--- config.mk ---
export PLATFORM = sky130hd
export DESIGN_NAME = pipe_ctrl
export DESIGN_NICKNAME = d
export VERILOG_FILES = /design/src/rtl/pipe_pkg.sv /design/src/rtl/div_watchdog.sv /design/src/rtl/pipe_ctrl.sv
export SDC_FILE = /design/constraint.sdc
export NUM_CORES = 1
export LEC_CHECK = 0
export BUFFER_PORTS_ARGS = -buffer_cell sky130_fd_sc_hd__clkbuf_2
export CELL_PAD_IN_SITES_DETAIL_PLACEMENT = 1
export CELL_PAD_IN_SITES_GLOBAL_PLACEMENT = 1
export CORE_UTILIZATION = 31
export DETAILED_ROUTE_END_ITERATION = 10
export GPL_TIMING_DRIVEN = 0
export PLACE_DENSITY = 0.86
export SETUP_SLACK_MARGIN = 0.1
export SYNTH_ARGS = -nofsm -noshare
export SYNTH_HDL_FRONTEND = slang
export SYNTH_HIERARCHICAL = 1
export SYNTH_SLANG_ARGS = --single-unit
export TNS_END_PERCENT = 10
--- constraint.sdc ---
create_clock -name clk -period 2.9 [get_ports clk]
set_clock_uncertainty 0.2 [all_clocks]
set_input_delay 0 -clock clk [delete_from_list [all_inputs] [get_ports clk]]
set_output_delay 0 -clock clk [all_outputs]
set_load 0.01 [all_outputs]
--- src/rtl/pipe_pkg.sv ---
`default_nettype none
// ============================================================================
// Module      : pipe_pkg
// Description : Shared stage indices, controller state encoding and defaults.
// Revision    : 1.0 - initial release
// ============================================================================
package pipe_pkg;

    localparam int STG_F     = 0;
    localparam int STG_D     = 1;
    localparam int STG_E     = 2;
    localparam int STG_M     = 3;
    localparam int STG_W_DEF = 4;

    typedef logic [1:0] state_t;

    localparam state_t ST_RUN    = 2'd0;
    localparam state_t ST_EXC    = 2'd1;
    localparam state_t ST_DIV_TO = 2'd2;

    localparam logic [31:0] EXC_VECTOR_DEF = 32'hbfc00380;
    localparam logic [31:0] ERET_CODE_DEF  = 32'h0000000e;

    function automatic logic [31:0] exc_target(
        input logic [31:0] code,
        input logic [31:0] eret_code,
        input logic [31:0] epc,
        input logic [31:0] vector
    );
        return (code == eret_code) ? epc : vector;
    endfunction

endpackage
`default_nettype wire

--- src/rtl/div_watchdog.sv ---
`default_nettype none
// ============================================================================
// Module      : div_watchdog
// Description : Counts E-stage divider stall cycles; raises DIV_TO on expiry.
// Revision    : 1.0 - initial release
// ============================================================================
module div_watchdog #(
    parameter int DIV_TIMEOUT = 40
) (
    input  logic clk,
    input  logic rst,
    input  logic div_start_i,
    input  logic div_ready_i,
    input  logic data_busy_i,
    input  logic exc_accept_i,
    input  logic exc_state_i,
    output logic div_stall_o,
    output logic div_to_o,
    output logic div_timeout_o
);

    localparam int            CW       = $clog2(DIV_TIMEOUT + 1);
    localparam logic [CW-1:0] CNT_LAST = CW'(DIV_TIMEOUT - 1);

    logic [CW-1:0] cnt_q, cnt_d;
    logic          div_to_q, div_to_d;
    logic          pulse_q;
    logic          w_hit;

    // While DIV_TO is set, E is released even though the divider never answered.
    assign div_stall_o = div_start_i & ~div_ready_i & ~div_to_q & ~exc_state_i;

    always_comb begin
        w_hit    = div_stall_o & ~data_busy_i & ~exc_accept_i & (cnt_q == CNT_LAST);
        cnt_d    = cnt_q;
        div_to_d = div_to_q;

        if (exc_accept_i || w_hit || !div_stall_o) begin
            cnt_d = '0;
        end else if (!data_busy_i) begin
            cnt_d = cnt_q + 1'b1;
        end

        if (exc_accept_i) begin
            div_to_d = 1'b0;
        end else if (w_hit) begin
            div_to_d = 1'b1;
        end else if (div_to_q && !div_start_i) begin
            div_to_d = 1'b0;
        end
    end

    always_ff @(posedge clk) begin
        if (rst) begin
            cnt_q    <= '0;
            div_to_q <= 1'b0;
            pulse_q  <= 1'b0;
        end else begin
            cnt_q    <= cnt_d;
            div_to_q <= div_to_d;
            pulse_q  <= w_hit;
        end
    end

    assign div_to_o      = div_to_q;
    assign div_timeout_o = pulse_q & ~rst;

endmodule
`default_nettype wire

--- src/rtl/pipe_ctrl.sv ---
`default_nettype none
// ============================================================================
// Module      : pipe_ctrl
// Description : Pipeline stall/flush/redirect controller (NSTAGE >= 5).
// Revision    : 1.0 - initial release
// ============================================================================
module pipe_ctrl
    import pipe_pkg::*;
#(
    parameter int          NSTAGE      = 5,
    parameter logic [31:0] EXC_VECTOR  = EXC_VECTOR_DEF,
    parameter logic [31:0] ERET_CODE   = ERET_CODE_DEF,
    parameter int          DIV_TIMEOUT = 40
) (
    input  logic              clk,
    input  logic              rst,
    input  logic              hazard_stall_d,
    input  logic              inst_busy,
    input  logic              data_busy,
    input  logic              div_start_e,
    input  logic              div_ready_e,
    input  logic              exc_valid_m,
    input  logic [31:0]       exc_type_m,
    input  logic [31:0]       epc_m,
    output logic [NSTAGE-1:0] stall,
    output logic [NSTAGE-1:0] flush,
    output logic              pc_redirect,
    output logic [31:0]       new_pc,
    output logic              div_timeout
);

    logic        exc_q, exc_d;
    logic [31:0] new_pc_q, new_pc_d;
    logic        w_exc_accept;
    logic        w_div_stall;
    logic        w_div_to;
    state_t      w_state;
    int          k;

    // An exception waits in M for any pending data SRAM access to finish.
    assign w_exc_accept = exc_valid_m & ~data_busy & ~exc_q;
    assign w_state      = exc_q ? ST_EXC : (w_div_to ? ST_DIV_TO : ST_RUN);

    div_watchdog #(
        .DIV_TIMEOUT (DIV_TIMEOUT)
    ) u_div_watchdog (
        .clk           (clk),
        .rst           (rst),
        .div_start_i   (div_start_e),
        .div_ready_i   (div_ready_e),
        .data_busy_i   (data_busy),
        .exc_accept_i  (w_exc_accept),
        .exc_state_i   (exc_q),
        .div_stall_o   (w_div_stall),
        .div_to_o      (w_div_to),
        .div_timeout_o (div_timeout)
    );

    always_comb begin
        stall       = '0;
        flush       = '0;
        pc_redirect = 1'b0;
        k           = -1;

        if (rst) begin
            flush = '1;
        end else if (w_state == ST_EXC) begin
            pc_redirect         = 1'b1;
            flush[STG_D:STG_F]  = '1;
        end else if (w_exc_accept) begin
            flush[STG_M:STG_F]  = '1;
        end else begin
            // Deepest requesting stage wins; everything younger holds with it.
            if (inst_busy)      k = STG_F;
            if (hazard_stall_d) k = STG_D;
            if (w_div_stall)    k = STG_E;
            if (data_busy)      k = NSTAGE - 1;
            for (int i = 0; i < NSTAGE; i++) begin
                stall[i] = (i <= k);
                flush[i] = (k >= 0) && (i == k + 1);
            end
        end
    end

    always_comb begin
        exc_d    = w_exc_accept;
        new_pc_d = new_pc_q;
        if (w_exc_accept) begin
            new_pc_d = exc_target(exc_type_m, ERET_CODE, epc_m, EXC_VECTOR);
        end
    end

    always_ff @(posedge clk) begin
        if (rst) begin
            exc_q    <= 1'b0;
            new_pc_q <= '0;
        end else begin
            exc_q    <= exc_d;
            new_pc_q <= new_pc_d;
        end
    end

    assign new_pc = new_pc_q;

endmodule
`default_nettype wire

==> key figures, run 1 <==
Detailed routing
  • ANT nets after route: 0
  • DRT iter0 DRCs: 57
  • First-pass DRT Iterations: 6
  • # DRC: 0
  • Post-Route WL: 7670 um
  • DR vias/cell: around 5.2
  • WL/cell: roughly 16 um
  • Detailed-route via count: roughly 2,500

Worst hold path
  • Min-Delay Startpoint: data_busy
  • Hold Path Depth: 3
  • Hold Crit Class: primary input to flop
  • Hold EP: u_div_watchdog/cnt_q[1]

Outcome
  • Status: finished, final reports clean

Pwr
  • Power Density: slightly above 400 nW/um^2
  • Pleak: ~1.5 nW
  • Max IR drop VDD: a little over 200 uV

Floorplan
  • Core area: between 6000 and 7000 um^2
  • Die width: ~83 um
  • Starting Density: 0.323
  • Die Footprint: slightly below 7000 um^2
  • Die Span Y: around 83 um
  • Rows: 29
  • I/O Pins: around 120

STA
  • Final worst slack: around 270 ps
  • Setup violations, final: 0
  • Final Hold Fails: 0
  • RSZ-0062 raised after global routing: no
  • Period utilisation layout: 0.905
  • Slew HR: 0.502
  • Slew @ Worst Pin: 747 ps
  • Minimum clock period: around 2600 ps
  • TNS Setup: 0 ps
  • Worst hold margin: ~17 ps
  • Fmax: ~0.38 GHz
  • Slew Limit Fails: 0

Placement
  • Post-DP Area: between 2000 and 3000 um^2
  • Hpwl dp: about 5000 um
  • Port Buffers: ~120
  • Placement Setup Slack: between 40 and 50 ps
  • Placer congestion estimate: around 0.77

CTS
  • Clk buf depth: 2
  • Worst skew pair latency: ~290 ps
  • CTS tree: built
  • # clock sinks: a little over 40
  • Clock transition at path regs: 80 ps
  • Clock root cell: clkbuf_8
  • Htree depth: 2
  • Num CTS Buffers: 5

Final layout
  • Layout area overhead: 61.0%
  • Utilization after layout: 0.520
  • Nets@finish: ~470
  • Most common cell after layout, fill and taps aside: clkbuf_2
  • Layout cells sized above 1: 0.411
  • FILL cells: approximately 800
  • Commonest non-fill, non-tap cells in the layout: clkbuf_2, nand3_1, dfxtp_1, dlygate4sd3_1, nor2_1
  • Final Cell Area: 3300 um^2
  • Ant. Diodes: 0

GRT
  • GR Util All Layers: 0.224
  • Global-route wire length before repair: about 12,000 um
  • Largest net degree at the start of global routing: 15
  • Vias in the first global route: 2,591
  • Grt ovf: 0
  • Initial antenna violation count: 0

Worst setup path
  • RR Startpoint: exc_q
  • R2R Path End: u_div_watchdog/div_to_o
  • WS Path Type: primary input to output port
  • Element type at the critical path start: primary input
  • CP Data Required Time: roughly 2700 ps
  • FF-to-FF setup slack: roughly 540 ps
  • CP max FO: 6
  • Register-to-Register Path Depth: 8
  • Worst setup EP type: output port
  • Worst path arrival time: 2430 ps

Yosys
  • Avg Synthesized Cell Area: ~9 um^2
  • Primary FF master, synth: dfxtp_1
  • Sequential share of the synthesized area: 0.400
  • Post-synth ARST share: 0
  • Synth Instances: between 200 and 250
  • Synth warnings: 6
  • Post-synth EDFFs: 0
  • Distinct cells, synth: 39
  • #FFs+latches synth: ~40
  • Syn nets: a little over 300
  • Synthesized cell area: roughly 2100 um^2

Run
  • Max_cap viols: 0
worst max-delay path by stage:
| stage | startpoint | to |
|---|---|---|
| floorplan | exc_q | flush[2] |
| global placement | exc_q | flush[2] |
| detailed placement | exc_q | flush[2] |
| CTS | exc_q | flush[2] |
| global route | exc_q | flush[2] |
| finish | div_start_e | flush[2] |
synthesized netlist by cell type, drive strengths merged (2+ instances only):
master,n,area [um^2]
dfxtp,41,821
nand3,40,200
nor2,26,97.6
o31ai,21,243
buf,13,95.1
o21ai,13,65.1
a31oi,12,75.1
clkbuf,7,26.3
nor4,7,43.8
inv,5,26.3
ha,4,50.1
nand2,4,15.0
nor4b,4,50.1
nand4,3,18.8
nand4b,3,26.3
nor2b,3,18.8
xor2,3,26.3
and4,2,17.5
nand3b,2,15.0
nor3b,2,15.0
o211ai,2,20.0
or3,2,12.5
per-stage QoR:
stage,instances,power [mW]
floorplan,228,0.681
global placement,420,0.774
detailed placement,420,0.780
CTS,467,1.37
global route,471,1.43
finish,471,1.36
worst max-delay path, stage by stage:
cell and delay [ps]:
dlygate4sd3_1 530, clkbuf_2 110, nor4b_4 120, buf_4 160, nor4_4 380, inv_1 100, ha_1 210, nor4b_2 270
nand4b_1 170, o211ai_1 210, clkbuf_2 160
power breakdown:
part | switching (mW) | internal [mW]
clock | 0.207 | 0.342
sequential | 0.00788 | 0.575
combinational | 0.112 | 0.121
cells by family (layout without fill, tap and decap cells):
group	count (synthesis)	in the layout	share of synthesized area
compound gates	51	51	0.206
xor+xnor	4	4	0.0171
fa+ha+maj	4	4	0.0244
buf+inv	25	191	0.0720
flops	41	41	0.400
mux	1	1	0.00488
simple gates	102	102	0.275
flip-flops by register name, summed over array words and instances, names as in the netlist:
name / cells
u_div_watchdog/pulse_q: 1
u_div_watchdog/div_to_o: 1
new_pc: 32
u_div_watchdog/cnt_q: 6
exc_q: 1
routing by layer:
metal | GRT usage | up-vias | routed length (um)
met5 | 0 | - | 0
met3 | 0.0358 | 17 | 326
li1 | - | 1181 | -
met1 | 0.251 | 1168 | 2980
met4 | 0.100 | 0 | 232
met2 | 0.414 | 93 | 4130
what timing repair did:
action / in CTS / in global routing
endpoints found under the setup margin: 2 / 2
setup buffers: 0 / 4
gates resized for setup: 2 / 3
hold endpoints to repair: 41 / 0
hold buffers: 39 / 0
pin swaps: 0 / 4
cell type report:
cell class	count	area, um^2	share of cell area
buffer	20	121	0.0368
tap	77	96.3	0.0292
clock buffer	5	68.8	0.0208
inverter	5	26.3	0.00796
multi-input combinational	162	1100	0.334
clock inverter	3	65.1	0.0197
sequential	41	825	0.250
timing repair buffer	158	996	0.302
(Power assumes the default switching activity.)
==> inputs of run 2 (changes only) <==
--- a/config.mk
+++ b/config.mk
@@ -8,6 +8,7 @@
 export BUFFER_PORTS_ARGS = -buffer_cell sky130_fd_sc_hd__clkbuf_2
 export CELL_PAD_IN_SITES_DETAIL_PLACEMENT = 1
 export CELL_PAD_IN_SITES_GLOBAL_PLACEMENT = 1
+export CORE_MARGIN = 5
 export CORE_UTILIZATION = 31
 export DETAILED_ROUTE_END_ITERATION = 10
 export GPL_TIMING_DRIVEN = 0
==> key figures, run 2 (synthesized netlist as in run 1, its figures left out) <==
Worst setup path
  • CP Cell Sequence: nor4b_4 > nor4_4 > inv_1 > ha_1 > nor4b_1 > nand4b_1 > o211ai_1 > clkbuf_2
  • Max stage delay on crit path: between 400 and 500 ps
  • CP Data Required Time: ~2700 ps
  • R2R Path End: u_div_watchdog/div_to_o
  • CP max FO: 8
  • Worst path arrival time: ~2400 ps
  • RR Startpoint: exc_q
  • Worst setup EP type: output port
  • CP max-delay cell: nor4_4
  • Element type at the critical path start: flop
  • FF-to-FF setup slack: 480 ps
  • Register-to-Register Path Depth: 8
  • WS Path Type: flop to output port

Final layout
  • Layout area overhead: 57.5%
  • FILL cells: a little over 800
  • Ant. Diodes: 0
  • Most common cell after layout, fill and taps aside: clkbuf_2
  • Non-filler cells, final: between 400 and 500
  • Layout cells sized above 1: 0.403
  • Nets@finish: ~470
  • Commonest non-fill, non-tap cells in the layout: clkbuf_2, nand3_1, dfxtp_1, dlygate4sd3_1, nor2_1
  • Largest register FFs: 32

GRT
  • Largest net degree at the start of global routing: 15
  • Global-route wire length before repair: 13,300 um
  • GR Util All Layers: 0.192
  • Grt ovf: 0
  • Initial antenna violation count: 0
  • Vias in the first global route: roughly 2,700

CTS
  • Postcts setup bufs: 0
  • Htree depth: 2
  • # clock sinks: around 40
  • Clk buf depth: 2
  • Clock root cell: clkbuf_8
  • CTS tree: built
  • Worst skew pair latency: ~290 ps
  • Clock transition at path regs: about 80 ps
  • Num CTS Buffers: 5

Pwr
  • Pint: about 0.91 mW
  • P_sw: between 0.3 and 0.4 mW
  • Power share of the combinational group: 0.186
  • Clock power frac: 0.337
  • Sw Ratio: 0.258
  • Max IR drop VDD: 265 uV
  • Power Density: ~380 nW/um^2
  • Pleak: around 1.4 nW
  • Register share of total power: 0.477

Placement
  • Hpwl dp: approximately 5500 um
  • Placement Setup Slack: 10.6 ps
  • Placed cell count: between 400 and 500
  • Placer congestion estimate: approximately 0.72
  • Port Buffers: approximately 120

Detailed routing
  • Post-Route WL: ~8000 um
  • DRT iter0 DRCs: a little over 50
  • WL/cell: 16.8 um
  • Detailed-route via count: 2,453
  • First-pass DRT Iterations: 4
  • # DRC: 0
  • DR vias/cell: 5.25
  • ANT nets after route: 0

STA
  • Final worst slack: between 200 and 300 ps
  • Slew HR: 0.511
  • Fmax: between 0.3 and 0.4 GHz
  • Final Hold Fails: 0
  • Slew Limit Fails: 0
  • Period utilisation layout: 0.902
  • Minimum clock period: roughly 2600 ps
  • TNS Setup: 0 ps
  • RSZ-0062 raised after global routing: no
  • Slew @ Worst Pin: 733 ps
  • Setup violations, final: 0

Floorplan
  • Core area: roughly 6400 um^2
  • Die width: ~91 um
  • Die Footprint: between 8000 and 9000 um^2
  • Starting Density: 0.321
  • Die Span Y: roughly 91 um
  • Rows: 29
  • I/O Pins: between 100 and 150

Worst hold path
  • Hold Crit Class: primary input to flop
  • Hold EP: u_div_watchdog/cnt_q[1]
  • Min-Delay Startpoint: data_busy
  • Hold Path Depth: 3

Run
  • Max_cap viols: 0

Outcome
  • Status: finished, final reports clean
run 2: metrics by stage:
| step | power, mW | instance area, um^2 | util | hold WS (ps) |
|---|---|---|---|---|
| 2_1_floorplan | 0.681 | 2050 | - | -154 |
| 3_3_place_gp | 0.775 | 2720 | 0.426 | 41.9 |
| 3_5_place_dp | 0.780 | 2720 | 0.426 | 52.6 |
| 4_1_cts | 1.23 | 3230 | 0.506 | 8.44 |
| 5_1_grt | 1.28 | 3230 | 0.506 | 56.3 |
| 6_report | 1.22 | 3230 | 0.506 | 9.74 |
run 2: cell type report:
| class | count | area [um^2] | share of cell area |
|---|---|---|---|
| Buffer | 20 | 121 | 0.0376 |
| Clock buffer | 7 | 96.3 | 0.0298 |
| Clock inverter | 1 | 5.00 | 0.00155 |
| Inverter | 5 | 26.3 | 0.00813 |
| Multi-Input combinational cell | 162 | 1100 | 0.340 |
| Sequential cell | 41 | 822 | 0.254 |
| Tap cell | 77 | 96.3 | 0.0298 |
| Timing Repair Buffer | 154 | 966 | 0.299 |
run 2: worst max-delay path by stage:
stage                     startpoint  endpoint
final                          exc_q  flush[2]
after global routing           exc_q  flush[2]
after CTS                      exc_q  flush[2]
after detailed placement       exc_q  flush[2]
after global placement         exc_q  flush[2]
after floorplan                exc_q  flush[2]
run 2: worst max-delay path, delay by kind of cell, from the launching register on:
family	cells	cell delay (ps)
buffers and inverters	2	250
AOI/OAI and AO/OA	1	200
adders and majority gates	1	290
and+or+nand+nor	4	940
DFF	1	440
run 2: what timing repair did:
action	4_1_cts	5_1_grt
gates resized for setup	2	1
hold endpoints to repair	41	0
endpoints found under the setup margin	2	1
pin swaps	0	1
hold buffers	39	0
run 2: per-layer routing:
| layer | track usage | vias up | share of wire |
|---|---|---|---|
| met5 | 0 | - | 0 |
| met4 | 0.0746 | 0 | 0.034 |
| met3 | 0.0512 | 24 | 0.061 |
| met2 | 0.346 | 92 | 0.52 |
| met1 | 0.213 | 1165 | 0.38 |
| li1 | - | 1172 | - |
run 2: power groups by stage:
stage	Sequential, mW	Combinational [mW]	Clock, mW
finish	0.583	0.228	0.413
detailed placement	0.596	0.184	0
CTS	0.583	0.227	0.422
global placement	0.596	0.179	0
floorplan	0.600	0.0808	0
global route	0.585	0.250	0.446
==> inputs of run 3 (changes only) <==
--- a/config.mk
+++ b/config.mk
@@ -14,6 +14,7 @@
 export GPL_TIMING_DRIVEN = 0
 export PLACE_DENSITY = 0.86
 export SETUP_SLACK_MARGIN = 0.1
+export SKIP_CTS_REPAIR_TIMING = 1
 export SYNTH_ARGS = -nofsm -noshare
 export SYNTH_HDL_FRONTEND = slang
 export SYNTH_HIERARCHICAL = 1
==> constraint.sdc (replaced) <==
create_clock -name clk -period 2.9 [get_ports clk]
set_clock_uncertainty 0.2 [all_clocks]
set_input_delay 0.29 -clock clk [delete_from_list [all_inputs] [get_ports clk]]
set_output_delay 0.29 -clock clk [all_outputs]
set_load 0.01 [all_outputs]
==> key figures, run 3 (synthesized netlist as in run 1, its figures left out) <==
Outcome
  • Status: finished, final reports clean

Worst setup path
  • Crit path buffers/inverters: 2
  • CP max FO: 7
  • WS Path Type: flop to output port
  • Worst setup EP type: output port
  • CP max-delay cell: nor4_4
  • CP Cell Sequence: nor4b_4 > nor4_4 > inv_2 > ha_4 > nor4b_4 > nand4b_1 > o211ai_1 > buf_2
  • Element type at the critical path start: flop
  • Cell mode on critical path: nor4b_4
  • Crit path max-delay family: simple AND/OR/NAND/NOR gates
  • Max stage delay on crit path: between 400 and 500 ps
  • CP Data Required Time: between 2000 and 2500 ps
  • Worst path arrival time: ~2200 ps

Detailed routing
  • Post-Route WL: around 6900 um
  • WL/cell: about 16 um
  • DR vias/cell: approximately 5.3
  • DRT iter0 DRCs: 43
  • # DRC: 0
  • First-pass DRT Iterations: 4
  • ANT nets after route: 0
  • Detailed-route via count: 2,279

Final layout
  • Commonest non-fill, non-tap cells in the layout: clkbuf_2, nand3_1, dfxtp_1, nor2_1, o31ai_2
  • Most common cell after layout, fill and taps aside: clkbuf_2
  • Utilization after layout: 0.454
  • Layout area overhead: 41.4%
  • Seq. cell area: between 800 and 900 um^2
  • Layout cells sized above 1: 0.469
  • Largest register FFs: 32
  • Area of the multi-input gates: ~1100 um^2
  • FILL cells: a little over 800
  • Nets@finish: approximately 430
  • Final Cell Area: between 2000 and 3000 um^2
  • Ant. Diodes: 0

CTS
  • Htree depth: 2
  • Worst skew pair latency: 290 ps
  • Clock root cell: clkbuf_8
  • Num CTS Buffers: 5
  • Clock transition at path regs: approximately 80 ps
  • # clock sinks: 41
  • Clk buf depth: 2
  • CTS tree: built

Floorplan
  • Die width: 91.3 um
  • Starting Density: 0.321
  • Die Span Y: between 90 and 100 um
  • Die Footprint: roughly 8300 um^2
  • Rows: 29
  • I/O Pins: approximately 120
  • Core area: about 6400 um^2

Worst hold path
  • Hold Crit Class: primary input to flop

STA
  • Minimum clock period: around 2700 ps
  • Setup violations, final: 0
  • Fmax: roughly 0.37 GHz
  • Period utilisation layout: 0.928
  • RSZ-0062 raised after global routing: yes
  • Slew Limit Fails: 0
  • Slew HR: 0.515
  • Worst hold margin: 34.1 ps
  • Slew @ Worst Pin: slightly above 700 ps
  • Final Hold Fails: 0

GRT
  • Vias in the first global route: between 2,000 and 2,500
  • GR Util All Layers: 0.167
  • Global-route wire length before repair: 11,800 um
  • Grt ovf: 0
  • Largest net degree at the start of global routing: 15
  • Initial antenna violation count: 0

Pwr
  • Power Density: about 410 nW/um^2
  • Total design power: approximately 1.2 mW
  • Pleak: 1.27 nW
  • Max IR drop VDD: between 200 and 300 uV

Placement
  • Post-DP Area: 2720 um^2
  • Placer congestion estimate: about 0.72
  • Port Buffers: 115
  • Hpwl dp: 5490 um

Run
  • Max_cap viols: 0
-- run 3: cell types whose count changed in the layout (fill, tap and decap cells not counted), sizes merged --
| cell | delta |
|---|---|
| buf | +4 |
| clkbuf | -1 |
| dlygate4sd3 | -39 |
-- run 3: worst min-delay path, stage by stage --
cell and delay [ps]:
clkbuf_2 80, nand3_1 60, o31ai_1 60
-- run 3: where the power goes --
group          internal (mW)  switching, mW
clock network          0.215          0.193
logic                 0.0901          0.102
registers              0.575        0.00693
total                  0.880          0.302
-- run 3: final timing paths --
check                             to  cells past startpoint  slack [ps]       from
max reg2reg  u_div_watchdog/cnt_q[0]                      8         810      exc_q
max                         flush[2]                      8         210      exc_q
min reg2reg                new_pc[6]                      2         270  new_pc[6]
min                        new_pc[5]                      3          30   epc_m[5]
-- run 3: cell type report --
type / instances / area share
Clock buffer: 7 / 0.0332
Tap cell: 77 / 0.0332
Timing Repair Buffer: 118 / 0.206
Inverter: 5 / 0.00906
Clock inverter: 1 / 0.00173
Buffer: 20 / 0.0419
Sequential cell: 41 / 0.285
Multi-Input combinational cell: 162 / 0.390
-- run 3: stage by stage --
stage	instances	setup slack, ps	setup TNS, ps
floorplan	228	267	0
global placement	420	-73.1	-105
detailed placement	420	-279	-523
CTS	428	-582	-1130
global route	431	60.1	0
finish	431	207	0
-- run 3: layer usage --
metal / up-vias / GRT usage / wire (um)
li1: 1099 / - / -
met1: 1097 / 0.196 / 2770
met2: 77 / 0.293 / 3600
met3: 6 / 0.0521 / 472
met4: 0 / 0.0452 / 91
met5: - / 0 / 0
